File: src/rtl/inst_encoder_pkg.sv
// Shared definitions for the instruction encoder: opcodes, register-file sizes,
// word field positions, error codes and FSM state encoding.
package inst_encoder_pkg;

    localparam int WORD_W = 32;
    localparam int S_REGS = 32;
    localparam int P_REGS = 16;

    localparam logic [4:0] OP_ADD  = 5'd0;
    localparam logic [4:0] OP_SUB  = 5'd1;
    localparam logic [4:0] OP_MPY  = 5'd2;
    localparam logic [4:0] OP_AND  = 5'd3;
    localparam logic [4:0] OP_OR   = 5'd4;
    localparam logic [4:0] OP_XOR  = 5'd5;
    localparam logic [4:0] OP_SHL  = 5'd6;
    localparam logic [4:0] OP_SRL  = 5'd7;
    localparam logic [4:0] OP_SRA  = 5'd8;
    localparam logic [4:0] OP_CMP  = 5'd9;
    localparam logic [4:0] OP_MOV  = 5'd10;
    localparam logic [4:0] OP_BR   = 5'd11;
    localparam logic [4:0] OP_HALT = 5'd12;

    localparam int F_OP_LSB  = 27;
    localparam int F_USE_IMM = 26;
    localparam int F_SEXT    = 25;
    localparam int F_Z_LSB   = 16;
    localparam int F_CC_LSB  = 10;
    localparam int F_A_LSB   = 5;
    localparam int F_B_LSB   = 0;
    localparam int F_IMM_LSB = 0;

    typedef enum logic [1:0] {
        ERR_OPCODE = 2'd0,
        ERR_IMM    = 2'd1,
        ERR_REG    = 2'd2,
        ERR_ADDR   = 2'd3
    } err_code_t;

    typedef enum logic [2:0] {
        ST_IDLE  = 3'd0,
        ST_RUN   = 3'd1,
        ST_DRAIN = 3'd2,
        ST_DONE  = 3'd3,
        ST_ERR   = 3'd4
    } state_t;

    // ALU opcodes occupy the contiguous range ADD..CMP.
    function automatic logic is_alu(input logic [4:0] op);
        return op <= OP_CMP;
    endfunction

endpackage

File: src/rtl/inst_encoder_if.sv
// Descriptor handshake plus program-memory write bus of the instruction encoder.
// master = loader/memory side, slave = encoder.
interface inst_encoder_if #(
    parameter int WIDTH  = 32,
    parameter int ADDR_W = 10
) ();
    logic              in_valid;
    logic              in_ready;
    logic [4:0]        in_opcode;
    logic [4:0]        in_z;
    logic [4:0]        in_a;
    logic [4:0]        in_b;
    logic [15:0]       in_imm;
    logic              in_use_imm;
    logic              in_sext;
    logic [2:0]        in_cc;
    logic              mem_we;
    logic [ADDR_W-1:0] mem_addr;
    logic [WIDTH-1:0]  mem_wdata;
    logic              mem_ready;

    modport master (
        output in_valid, in_opcode, in_z, in_a, in_b, in_imm, in_use_imm, in_sext, in_cc,
        output mem_ready,
        input  in_ready, mem_we, mem_addr, mem_wdata
    );

    modport slave (
        input  in_valid, in_opcode, in_z, in_a, in_b, in_imm, in_use_imm, in_sext, in_cc,
        input  mem_ready,
        output in_ready, mem_we, mem_addr, mem_wdata
    );
endinterface

File: src/rtl/inst_encoder_pack.sv
// Combinational descriptor-to-word packer with legality check; the first failing
// check in priority order (opcode, immediate range, register range) sets code.
module inst_pack
    import inst_encoder_pkg::*;
(
    input  logic [4:0]  opcode,
    input  logic [4:0]  z,
    input  logic [4:0]  a,
    input  logic [4:0]  b,
    input  logic [15:0] imm,
    input  logic        use_imm,
    input  logic        sext,
    input  logic [2:0]  cc,
    output logic [31:0] word,
    output logic        illegal,
    output err_code_t   code
);

    logic alu_op;
    logic imm_bad;

    assign alu_op = is_alu(opcode);

    // A signed 5-bit immediate is representable only when bits 15..4 are a pure sign extension.
    assign imm_bad = sext ? ~((&imm[15:4]) | ~(|imm[15:4])) : (|imm[15:5]);

    always_comb begin
        word = '0;
        word[F_OP_LSB +: 5] = opcode;
        if (alu_op) begin
            word[F_USE_IMM]     = use_imm;
            word[F_SEXT]        = use_imm & sext;
            word[F_Z_LSB +: 5]  = z;
            word[F_A_LSB +: 5]  = a;
            word[F_B_LSB +: 5]  = use_imm ? imm[4:0] : b;
            if (opcode == OP_CMP) begin
                word[F_CC_LSB +: 3] = cc;
            end
        end else if (opcode == OP_MOV) begin
            word[F_Z_LSB +: 5]    = z;
            word[F_IMM_LSB +: 16] = imm;
        end else if (opcode == OP_BR) begin
            word[F_Z_LSB +: 4]    = a[3:0];
            word[F_IMM_LSB +: 16] = imm;
        end
    end

    always_comb begin
        illegal = 1'b0;
        code    = ERR_OPCODE;
        if (opcode > OP_HALT) begin
            illegal = 1'b1;
            code    = ERR_OPCODE;
        end else if (alu_op && use_imm && imm_bad) begin
            illegal = 1'b1;
            code    = ERR_IMM;
        end else if ((opcode == OP_BR) && a[4]) begin
            illegal = 1'b1;
            code    = ERR_REG;
        end
    end

endmodule

File: src/rtl/inst_encoder.sv
// Streams encoded instruction words into program memory through a single
// registered output stage; a stream ends on HALT or on the first error.
module inst_encoder
    import inst_encoder_pkg::*;
#(
    parameter int WIDTH  = WORD_W,
    parameter int ADDR_W = 10
) (
    input  logic              clk,
    input  logic              rst,
    input  logic              start,
    input  logic [ADDR_W-1:0] base_addr,
    inst_encoder_if.slave     bus,
    output logic              busy,
    output logic              done,
    output logic              err,
    output logic [1:0]        err_code,
    output logic [ADDR_W:0]   count
);

    localparam logic [ADDR_W-1:0] ADDR_LAST = '1;

    state_t            state_reg, state_next;
    logic              out_valid_reg, out_valid_next;
    logic              out_halt_reg, out_halt_next;
    logic [ADDR_W-1:0] addr_reg, addr_next;
    logic [WIDTH-1:0]  wdata_reg, wdata_next;
    logic [ADDR_W:0]   count_reg, count_next;
    logic              done_reg, done_next;
    logic              err_reg, err_next;
    err_code_t         err_code_reg, err_code_next;

    logic [31:0]       pack_word;
    logic              pack_illegal;
    err_code_t         pack_code;

    logic              write_done;
    logic              at_last;
    logic              in_ready_int;
    logic              accept;

    inst_pack u_pack (
        .opcode  (bus.in_opcode),
        .z       (bus.in_z),
        .a       (bus.in_a),
        .b       (bus.in_b),
        .imm     (bus.in_imm),
        .use_imm (bus.in_use_imm),
        .sext    (bus.in_sext),
        .cc      (bus.in_cc),
        .word    (pack_word),
        .illegal (pack_illegal),
        .code    (pack_code)
    );

    assign write_done = out_valid_reg && bus.mem_ready;
    assign at_last    = out_valid_reg && (addr_reg == ADDR_LAST);

    // A word sitting at the last address is about to overflow the memory, so
    // nothing may be loaded behind it: the stream stops with that word.
    assign in_ready_int = (state_reg == ST_RUN) &&
                          (!out_valid_reg || (bus.mem_ready && !at_last));
    assign accept       = bus.in_valid && in_ready_int;

    always_comb begin
        state_next     = state_reg;
        out_valid_next = out_valid_reg;
        out_halt_next  = out_halt_reg;
        addr_next      = addr_reg;
        wdata_next     = wdata_reg;
        count_next     = count_reg;
        done_next      = done_reg;
        err_next       = err_reg;
        err_code_next  = err_code_reg;

        if (write_done) begin
            out_valid_next = 1'b0;
            addr_next      = addr_reg + 1'b1;
            count_next     = count_reg + 1'b1;
        end

        unique case (state_reg)
            ST_IDLE, ST_DONE, ST_ERR: begin
                if (start) begin
                    state_next     = ST_RUN;
                    addr_next      = base_addr;
                    count_next     = '0;
                    done_next      = 1'b0;
                    err_next       = 1'b0;
                    err_code_next  = ERR_OPCODE;
                    out_valid_next = 1'b0;
                end
            end
            ST_RUN: begin
                if (write_done && at_last) begin
                    state_next    = ST_ERR;
                    err_next      = 1'b1;
                    err_code_next = ERR_ADDR;
                end else if (accept) begin
                    if (pack_illegal) begin
                        state_next    = ST_ERR;
                        err_next      = 1'b1;
                        err_code_next = pack_code;
                    end else begin
                        out_valid_next = 1'b1;
                        out_halt_next  = (bus.in_opcode == OP_HALT);
                        wdata_next     = WIDTH'(pack_word);
                        if (bus.in_opcode == OP_HALT) begin
                            state_next = ST_DRAIN;
                        end
                    end
                end
            end
            ST_DRAIN: begin
                if (write_done) begin
                    state_next = ST_DONE;
                    done_next  = 1'b1;
                end
            end
            default: state_next = ST_IDLE;
        endcase
    end

    always_ff @(posedge clk or posedge rst) begin
        if (rst) begin
            state_reg     <= ST_IDLE;
            out_valid_reg <= 1'b0;
            out_halt_reg  <= 1'b0;
            addr_reg      <= '0;
            wdata_reg     <= '0;
            count_reg     <= '0;
            done_reg      <= 1'b0;
            err_reg       <= 1'b0;
            err_code_reg  <= ERR_OPCODE;
        end else begin
            state_reg     <= state_next;
            out_valid_reg <= out_valid_next;
            out_halt_reg  <= out_halt_next;
            addr_reg      <= addr_next;
            wdata_reg     <= wdata_next;
            count_reg     <= count_next;
            done_reg      <= done_next;
            err_reg       <= err_next;
            err_code_reg  <= err_code_next;
        end
    end

    assign bus.in_ready  = in_ready_int;
    assign bus.mem_we    = out_valid_reg;
    assign bus.mem_addr  = addr_reg;
    assign bus.mem_wdata = wdata_reg;
    assign busy          = (state_reg == ST_RUN) || (state_reg == ST_DRAIN);
    assign done          = done_reg;
    assign err           = err_reg;
    assign err_code      = err_code_reg;
    assign count         = count_reg;

endmodule

File: src/flat_wrapper.sv
// flat-port wrapper written by rule: the top's interface ports become plain ports
module inst_encoder_flat import inst_encoder_pkg::*;
#(
    parameter int WIDTH  = WORD_W,
    parameter int ADDR_W = 10
)
  (clk, rst, start, base_addr, busy, done, err, err_code, count, bus_in_valid, bus_in_opcode, bus_in_z, bus_in_a, bus_in_b, bus_in_imm, bus_in_use_imm, bus_in_sext, bus_in_cc, bus_mem_ready, bus_in_ready, bus_mem_we, bus_mem_addr, bus_mem_wdata);
  inst_encoder_if #(.WIDTH(WIDTH), .ADDR_W(ADDR_W)) bus_i ();
  input  logic clk;
  input  logic rst;
  input  logic start;
  input  logic [ADDR_W-1:0] base_addr;
  output logic busy;
  output logic done;
  output logic err;
  output logic [1:0] err_code;
  output logic [ADDR_W:0] count;
  input wire logic [$bits(bus_i.in_valid)-1:0] bus_in_valid;
  input wire logic [$bits(bus_i.in_opcode)-1:0] bus_in_opcode;
  input wire logic [$bits(bus_i.in_z)-1:0] bus_in_z;
  input wire logic [$bits(bus_i.in_a)-1:0] bus_in_a;
  input wire logic [$bits(bus_i.in_b)-1:0] bus_in_b;
  input wire logic [$bits(bus_i.in_imm)-1:0] bus_in_imm;
  input wire logic [$bits(bus_i.in_use_imm)-1:0] bus_in_use_imm;
  input wire logic [$bits(bus_i.in_sext)-1:0] bus_in_sext;
  input wire logic [$bits(bus_i.in_cc)-1:0] bus_in_cc;
  input wire logic [$bits(bus_i.mem_ready)-1:0] bus_mem_ready;
  output wire logic [$bits(bus_i.in_ready)-1:0] bus_in_ready;
  output wire logic [$bits(bus_i.mem_we)-1:0] bus_mem_we;
  output wire logic [$bits(bus_i.mem_addr)-1:0] bus_mem_addr;
  output wire logic [$bits(bus_i.mem_wdata)-1:0] bus_mem_wdata;
  assign bus_i.in_valid = bus_in_valid;
  assign bus_i.in_opcode = bus_in_opcode;
  assign bus_i.in_z = bus_in_z;
  assign bus_i.in_a = bus_in_a;
  assign bus_i.in_b = bus_in_b;
  assign bus_i.in_imm = bus_in_imm;
  assign bus_i.in_use_imm = bus_in_use_imm;
  assign bus_i.in_sext = bus_in_sext;
  assign bus_i.in_cc = bus_in_cc;
  assign bus_i.mem_ready = bus_mem_ready;
  assign bus_in_ready = bus_i.in_ready;
  assign bus_mem_we = bus_i.mem_we;
  assign bus_mem_addr = bus_i.mem_addr;
  assign bus_mem_wdata = bus_i.mem_wdata;
  inst_encoder #(.WIDTH(WIDTH), .ADDR_W(ADDR_W)) u_core (.clk(clk), .rst(rst), .start(start), .base_addr(base_addr), .bus(bus_i), .busy(busy), .done(done), .err(err), .err_code(err_code), .count(count));
endmodule
File: config.mk
export PLATFORM = sky130hd
export DESIGN_NAME = inst_encoder_flat
export DESIGN_NICKNAME = d
export VERILOG_FILES = /design/src/rtl/inst_encoder_pkg.sv /design/src/rtl/inst_encoder_if.sv /design/src/rtl/inst_encoder_pack.sv /design/src/rtl/inst_encoder.sv /design/src/flat_wrapper.sv
export SDC_FILE = /design/constraint.sdc
export NUM_CORES = 1
export LEC_CHECK = 0
export BUFFER_PORTS_ARGS = -buffer_cell sky130_fd_sc_hd__buf_2
export CAP_MARGIN = 20
export CELL_PAD_IN_SITES_DETAIL_PLACEMENT = 0
export CELL_PAD_IN_SITES_GLOBAL_PLACEMENT = 2
export CORE_ASPECT_RATIO = 0.75
export CORE_MARGIN = 5
export CORE_UTILIZATION = 28
export CTS_CLUSTER_SIZE = 16
export DETAILED_ROUTE_END_ITERATION = 12
export PLACE_DENSITY_LB_ADDON = 0.1
export SYNTH_ARGS = -nofsm -noshare
export SYNTH_HDL_FRONTEND = slang
export SYNTH_HIERARCHICAL = 1
export SYNTH_SLANG_ARGS = --single-unit
File: constraint.sdc
create_clock -name clk -period 1.73 [get_ports clk]
set_clock_uncertainty 0.2 [all_clocks]
set_input_delay 0.173 -clock clk [delete_from_list [all_inputs] [get_ports clk]]
set_output_delay 0.173 -clock clk [all_outputs]
set_load 0.005 [all_outputs]
==> impl_metrics.ini <==
[layout]
diodes = 0
finalNetCount = 556
synthToLayoutAreaGrowth_pct = 56.6
stdcell_count = 665
fillerInstances = 1164
final_util_pct = 45.2
layout-drive-gt1-share_pct = 50.3
finish.instance_area_um2 = 5280
largest_reg_flops = 32

[sta]
fin_tns_setup_ps = -6170
period_share_pct = 115
relSlewSlack_pct = 50.9
rsz0062_at_grt = yes
slew_violations = 0
tightest_slew_ps = 730
fin_ws_ps = -253
setup_violations = 33
min_period_ps = 1980
hold_viol = 0
max_freq_mhz = 504

[synth]
yosysTopAreaCell = dfrtp_1
ys_warn_count = 6
ys.flop_type = dfrtp_1
ys_seq_area_share_pct = 45.3
async_flop_share_pct = 100
yosysTopAreaCellShare_pct = 45.3
synth_seq_cells = 61
synth_top_cells_by_count = dfrtp_1 (61), mux2_4 (28), nand2_1 (28), nor2_1 (18), a22o_1 (17)
syn_inst = 303
synth_edf_count = 0
synth.distinct_cells = 52
synthTopCellsByArea = dfrtp_1 (45%), mux2_4 (12%), a22o_1 (4.4%)
yosysMostFrequentCell = dfrtp_1
syn_area_um2 = 3370
postSynthAreaPerCell_um2 = 11.1

[placed_design]
place.gp.congestion = 0.740
dpl_cell_area_um2 = 4450
dp_hpwl_mm = 8.03
dp_cells = 614
io_buffers = 115

[die]
io_pins = 116
fp-row-count = 34
fp.dieW_um = 137
initial_core_util_pct = 28.8
fp.coreArea_um2 = 11700
die_height_um = 105
die_area_um2 = 14400

[critical_path]
critical_path.slowest_cell = dfrtp_1
slowest_delay_ps = 390
end_kind = output port
worstSetupPathType = reg -> out
required_ps = 1360
path_cells = ha_4, nand4_1, o31a_1, o21a_1, buf_2
startpoint_type = flop
critPathArrivalTime_ps = 1610
worst-path-max-fanout = 3

[run_status]
outcome = complete, but fails checks
violations = setup timing

[run]
maxCapViolCount = 0

[clock_network]
cts_sinks = 61
cts_root_buf = clkbuf_16
cts_htree_levels = 3
clk_path_buf_depth = 2
cts_tree = built
clk_pin_slew_ps = 50
insertion_delay_ps = 330
numCtsBuffers = 9

[power]
finalPower_w = 0.00661
ir_worst_vdd_v = 0.000618
power.density_nw_per_um2 = 1250
p_leak_nw = 2.67

[route]
wl_mm = 10.9
post_drt_wl_per_cell_um = 16.5
drcViolationCount = 0
num_vias = 3052
drtIter0Drc = 92
ant_nets = 0
firstDrtPassIters = 4
avgViaCountPerCell = 4.59

[min_path]
min_path_type = in -> reg

[grt]
grt_pass1_wl_mm = 17.5
grt_max_degree = 36
grt-ovfl-total = 0
antenna_found_initial = 0
grt_pass1_vias = 3270
track_usage_pct = 15.5
-- cell families (layout without fill, tap and decap cells) --
family                     after synthesis  in the layout  synth area share, %
other                                    1              4                0.111
DFF                                     61             61                 45.3
adders and majority gates                2              2                0.742
AOI/OAI and AO/OA                       54             54                 12.2
buffers and inverters                   31            228                 5.38
muxes                                   32             32                 13.8
xor gates and xnor gates                19             19                 4.93
and+or+nand+nor                        103            103                 17.5
-- routing by layer --
layer	vias up	track usage (%)	part of all wire, %
met5	-	0	0
met2	62	22.7	43
li1	1476	-	-
met4	0	4.17	1.1
met1	1503	22.0	50
met3	11	5.04	5.9
-- worst paths after layout --
| kind | startpoint | endpoint | slack (ps) | depth (start not counted) |
|---|---|---|---|---|
| hold reg to reg | u_core/bus.mem_wdata[10] | u_core/bus.mem_wdata[10] | 300 | 1 |
| hold / removal | bus_in_b[4] | u_core/bus.mem_wdata[4] | 10 | 3 |
| min in group asynchronous | rst | u_core/bus.mem_wdata[24] | 170 | 3 |
| setup reg to reg | u_core/bus.mem_addr[1] | u_core/bus.mem_wdata[19] | -250 | 7 |
| setup / recovery | u_core/bus.mem_addr[1] | bus_in_ready | -250 | 5 |
| max in group asynchronous | rst | u_core/bus.mem_we | 650 | 4 |
-- where the power goes --
| part | total [W] | internal [W] | switching, W |
|---|---|---|---|
| clock | 0.00180 | 0.00114 | 0.000656 |
| combinational | 0.00261 | 0.00150 | 0.00111 |
| sequential | 0.00220 | 0.00189 | 0.000309 |
| total | 0.00661 | 0.00453 | 0.00207 |
-- cells in the final DEF, fill, tap and decap left out, types with 2 or more instances in the layout --
| cell | instances |
|---|---|
| nand2b_1 | 3 |
| nor4_2 | 2 |
| conb_1 | 4 |
| o21a_1 | 4 |
| o21ai_0 | 12 |
| clkinv_2 | 4 |
| buf_6 | 6 |
| xor2_1 | 10 |
| dfrtp_1 | 59 |
| and4_1 | 4 |
| buf_16 | 2 |
| nand2_1 | 27 |
| nor4_1 | 4 |
| buf_2 | 115 |
| nor2_1 | 16 |
| and3_1 | 3 |
| clkbuf_16 | 9 |
| o21ai_2 | 2 |
| buf_4 | 48 |
| dlygate4sd3_1 | 27 |
| nand4_1 | 9 |
| inv_1 | 10 |
| and4_4 | 2 |
| nor2_2 | 2 |
| buf_12 | 3 |
| dfrtp_2 | 2 |
| nand4_4 | 2 |
| and2_1 | 7 |
| nor3_1 | 4 |
| mux2_4 | 32 |
| nand3_1 | 8 |
| xnor2_1 | 9 |
| a22o_1 | 17 |
-- what timing repair did --
action	4_1_cts	5_1_grt
pin swaps	10	5
setup buffers	11	3
endpoints found under the hold margin	83	0
setup endpoints to repair	39	43
gates cloned	3	0
hold buffers	27	0
resized for setup	29	17
-- metrics by stage --
step	hold WS, ps	setup WS [ps]
after floorplan	57.0	-197
after CTS	1.74	-275
after global placement	-20.9	-438
after detailed placement	-16.9	-467
after global routing	8.51	-341
final	11.3	-253
-- critical path: cells and delay by family, from the launching register on --
| kind | cells | cell delay [ps] |
|---|---|---|
| buffers and inverters | 1 | 120 |
| DFF | 1 | 390 |
| AOI/OAI and AO/OA | 2 | 480 |
| and+or+nand+nor | 1 | 130 |
| adders and majority gates | 1 | 160 |
-- cell type report --
cell class                      instances  area, um^2  share of cell area, %
Tap cell                              162         203                   3.84
Multi-Input combinational cell        214        1820                   34.5
Sequential cell                        61        1530                   28.9
Inverter                               11        45.0                  0.853
Clock inverter                          5        50.0                  0.947
Timing Repair Buffer                  201        1390                   26.3
Clock buffer                           11         243                   4.59
(Power assumes the default switching activity.)
